--- config.mk ---
export PLATFORM = sky130hd
export DESIGN_NAME = vga_sync_gen
export DESIGN_NICKNAME = d
export VERILOG_FILES = /design/src/rtl/vga_sync_gen.sv
export SDC_FILE = /design/constraint.sdc
export NUM_CORES = 1
export LEC_CHECK = 0
export BUFFER_PORTS_ARGS = -buffer_cell sky130_fd_sc_hd__buf_4
export CAP_MARGIN = 25
export CORE_UTILIZATION = 35
export DETAILED_ROUTE_END_ITERATION = 10
export PLACE_DENSITY = 0.66
export SLEW_MARGIN = 30
export SYNTH_ARGS = -nofsm -noshare
export SYNTH_HDL_FRONTEND = slang
export SYNTH_SLANG_ARGS = --single-unit
--- constraint.sdc ---
create_clock -name clk -period 2.2 [get_ports clk]
set_input_delay 0.66 -clock clk [delete_from_list [all_inputs] [get_ports clk]]
set_output_delay 0.66 -clock clk [all_outputs]
set_load 0.02 [all_outputs]
--- src/rtl/vga_sync_gen.sv ---
// VGA raster timing generator: pixel-rate divider, x/y raster counters,
// registered sync pulses, visible-area flag and a once-per-frame refresh tick.
module vga_sync_gen #(
   parameter int CLK_DIV  = 2,
   parameter int H_DISP   = 640,
   parameter int H_FP     = 16,
   parameter int H_SYNC   = 96,
   parameter int H_BP     = 48,
   parameter int V_DISP   = 480,
   parameter int V_FP     = 10,
   parameter int V_SYNC   = 2,
   parameter int V_BP     = 33,
   parameter bit SYNC_POL = 1'b0
) (
   input  logic       clk,
   input  logic       reset,
   output logic       hsync,
   output logic       vsync,
   output logic       video_on,
   output logic       p_tick,
   output logic [9:0] pix_x,
   output logic [9:0] pix_y,
   output logic       frame_tick
);

   localparam int H_TOTAL = H_DISP + H_FP + H_SYNC + H_BP;
   localparam int V_TOTAL = V_DISP + V_FP + V_SYNC + V_BP;
   localparam int DW      = (CLK_DIV > 1) ? $clog2(CLK_DIV) : 1;

   localparam logic [DW-1:0] DIV_MAX = DW'(CLK_DIV - 1);
   localparam logic [9:0] H_MAX    = 10'(H_TOTAL - 1);
   localparam logic [9:0] V_MAX    = 10'(V_TOTAL - 1);
   localparam logic [9:0] H_VIS    = 10'(H_DISP);
   localparam logic [9:0] V_VIS    = 10'(V_DISP);
   localparam logic [9:0] HS_FIRST = 10'(H_DISP + H_FP);
   localparam logic [9:0] HS_LAST  = 10'(H_DISP + H_FP + H_SYNC - 1);
   localparam logic [9:0] VS_FIRST = 10'(V_DISP + V_FP);
   localparam logic [9:0] VS_LAST  = 10'(V_DISP + V_FP + V_SYNC - 1);
   localparam logic [9:0] FT_LINE  = 10'(V_DISP + 1);

   logic [DW-1:0] div;
   logic [9:0]    x_next;
   logic [9:0]    y_next;

   // p_tick is registered from the divider, so the first tick lands two
   // clocks after release and CLK_DIV=1 still reads 0 while in reset.
   always_ff @(posedge clk or posedge reset) begin
      if (reset) begin
         div    <= '0;
         p_tick <= 1'b0;
      end else begin
         div    <= (div == DIV_MAX) ? '0 : div + 1'b1;
         p_tick <= (div == DIV_MAX);
      end
   end

   always_comb begin
      x_next = pix_x;
      y_next = pix_y;
      if (p_tick) begin
         if (pix_x == H_MAX) begin
            x_next = '0;
            y_next = (pix_y == V_MAX) ? '0 : pix_y + 10'd1;
         end else begin
            x_next = pix_x + 10'd1;
         end
      end
   end

   // Syncs decode the next count so they switch on the same edge as the counters.
   always_ff @(posedge clk or posedge reset) begin
      if (reset) begin
         pix_x <= '0;
         pix_y <= '0;
         hsync <= ~SYNC_POL;
         vsync <= ~SYNC_POL;
      end else begin
         pix_x <= x_next;
         pix_y <= y_next;
         hsync <= (x_next >= HS_FIRST && x_next <= HS_LAST) ? SYNC_POL : ~SYNC_POL;
         vsync <= (y_next >= VS_FIRST && y_next <= VS_LAST) ? SYNC_POL : ~SYNC_POL;
      end
   end

   assign video_on   = (pix_x < H_VIS) && (pix_y < V_VIS);
   assign frame_tick = p_tick && (pix_x == 10'd0) && (pix_y == FT_LINE);

endmodule

==> metrics <==
status=complete, but fails checks; failing checks=setup timing; met1 usage=27.00%; Fillers=350; fin crit period=2.424 ns; CTS tree=yes; Synth Cell Area=0.001388 mm²; total number of vias=1,346; post-synth cell types=35; M3 GR Usage=under 10%; Slew headroom=76.73%; Worst Path Max Fanout=2; Buffers on Ports=26; GRT Util Overall=19.60%; peak supply drop=~0.00022 V; max-cap viol count=0; die width=64.97 µm; area post-placement=about 0.0018 mm²; post-synth top area cell=dfrtp_1; Initial Util=37.07%; Hold Buf Count CTS=0; maximum clock path buffer count=2; Die H=64.97 µm; # diodes=0; WP data required=1.54 ns; post-route cell area=roughly 0.0019 mm²; initial antenna violation count=0; Final Power=between 0.7 and 0.8 mW; row cnt=22; setup TNS=-0.3368 ns; Min Hold Slack=0.3841 ns; Critical Path Source=pix_x[7]; Root Driver=clkbuf_8; Worst Skew=approximately 0.0028 ns; Max Slew Vio Count=0; Top FF cell, synth=dfrtp_1; FF-to-FF Start=pix_x[7]; crit path launch type=flop; Worst-Margin Slew=0.3480 ns; register area share after synthesis=between 40% and 50%; post-synth top area share=approximately two fifths; CTS H-Tree Depth=1; Routed Antenna Nets=0; Core Footprint=0.003744 mm²; Mapped Nets=157; Vias/cell=roughly 5.4; Placer Congestion=0.8468; worst setup path class=reg -> out; dpl hpwl=2666 µm; routed len/inst=15.48 µm; flops & latches, synth=24; Leak Pwr=0.9079 nW; pwr dens=roughly 400 mW/mm²; worst path arrival time=1.76 ns; largest cells by area after synthesis=dfrtp_1 40%, ha_1 4.5%, xnor2_1 4.4%; final WL=3823 µm; final setup fails=3; Final WS setup=-0.2242 ns; Detailed Route Iter0 Violations=~70; grt met2 use=29.56%; Clock transition at path regs=0.08 ns; first-pass GRT wire length=6244 µm; commonest non-fill, non-tap cell in the layout=buf_4; unrepaired setup endpoints after global routing=true; die area=0.004220 mm²; synthesis-to-finish area growth=38.05%; Top Ports=27; FMAX=412.5 MHz; final hold vios=0; Post-synth EDFFs=0; global route hottest layer=met2; DRC viols=0; DRT Pass-1 Iters=4; commonest cells after routing, fill and taps aside=50 x buf_4, 20 x dfrtp_1, 16 x nand2_1; Synth Instances=150; Skew-Pair Late Insertion Delay=roughly 0.27 ns; syn avg cell area=slightly above 9 µm²; clock buffer count from CTS=3; Yosys Warn Count=0; ys async rst share=100.0%; Nets=207; share of cells above drive strength 1=between 30% and 40%; largest net degree at the start of global routing=25; total gr overflow=0; vias in the first global route=roughly 1,300; hold crit path type=reg -> reg; Worst Setup End Kind=output port; Hold Crit Start=div; clk sinks=24; final period utilization=110.2%
## cell type report
class	count	area (µm²)	area share, %
tap	48	60.06	3.135
multi-input combinational	110	755.7	39.45
timing repair buffer	53	409.1	21.36
inverter	8	30.03	1.568
sequential	24	605.6	31.61
clock buffer	4	55.05	2.874
## state kept, by name (all words and copies together) (netlist names)
| register | count |
|---|---|
| hsync | 1 |
| pix_x | 10 |
| p_tick | 1 |
| vsync | 1 |
| div | 1 |
| pix_y | 10 |
## per-stage QoR
stage / utilization (%) / instances / worst slack, ns
finish: 51.17 / 247 / -0.2242
global route: 51.17 / 247 / -0.2599
CTS: 49.53 / 244 / -0.2102
detailed placement: 47.29 / 238 / 0.03800
global placement: 47.29 / 238 / 0.05862
floorplan: - / 150 / -0.1157
## repair_timing
item                       4_1_cts  5_1_grt
gates resized for setup          4        9
buffers inserted                 2        3
setup endpoints to repair        2        8
pin swaps                        2        5
## cells in the mapped netlist, drive strengths merged (4+ instances only)
| cell type | n |
|---|---|
| xnor2 | 7 |
| nor2 | 9 |
| ha | 5 |
| nor4 | 4 |
| a21oi | 5 |
| nor3 | 6 |
| xor2 | 5 |
| nand2 | 16 |
| clkbuf | 5 |
| or3 | 7 |
| nand4 | 9 |
| inv | 8 |
| nand3 | 4 |
| dfrtp | 22 |
| o21ai | 10 |
## report_power, final
part | leakage (nW) | total, mW | switching, mW | internal [mW]
clock | 0.0288 | 0.308 | 0.148 | 0.160
combinational | 0.568 | 0.0113 | 0.00884 | 0.00243
sequential | 0.311 | 0.441 | 0 | 0.441
total | 0.908 | 0.761 | 0.157 | 0.604
## metal layers
metal	share of wire [%]	wire, µm
met1	43	1656
met2	48	1848
met3	5.9	224
met4	2.5	94
met5	0	0
## critical path: stages, from the launching register on
cell and delay (ns):
dfrtp_2 0.42, or4b_4 0.55, buf_6 0.13, and4b_1 0.26, buf_6 0.12
## kinds of logic after synthesis
| group | synth area share, % |
|---|---|
| and+or+nand+nor | 28.31 |
| muxes | 0.8115 |
| adders and majority gates | 4.509 |
| DFF | 43.46 |
| buffers and inverters | 5.050 |
| AOI/OAI and AO/OA | 10.28 |
| xor gates and xnor gates | 7.574 |
## path summary, 6_finish.rpt
path | end | slack [ns] | depth (start not counted)
max | frame_tick | -0.22 | 4
max reg2reg | vsync | -0.11 | 6
max in group asynchronous | hsync | 1.48 | 3
min | p_tick | 0.38 | 0
min in group asynchronous | pix_y[7] | 0.43 | 3
min reg2reg | p_tick | 0.38 | 0
Power figures use the tool's default switching activity.
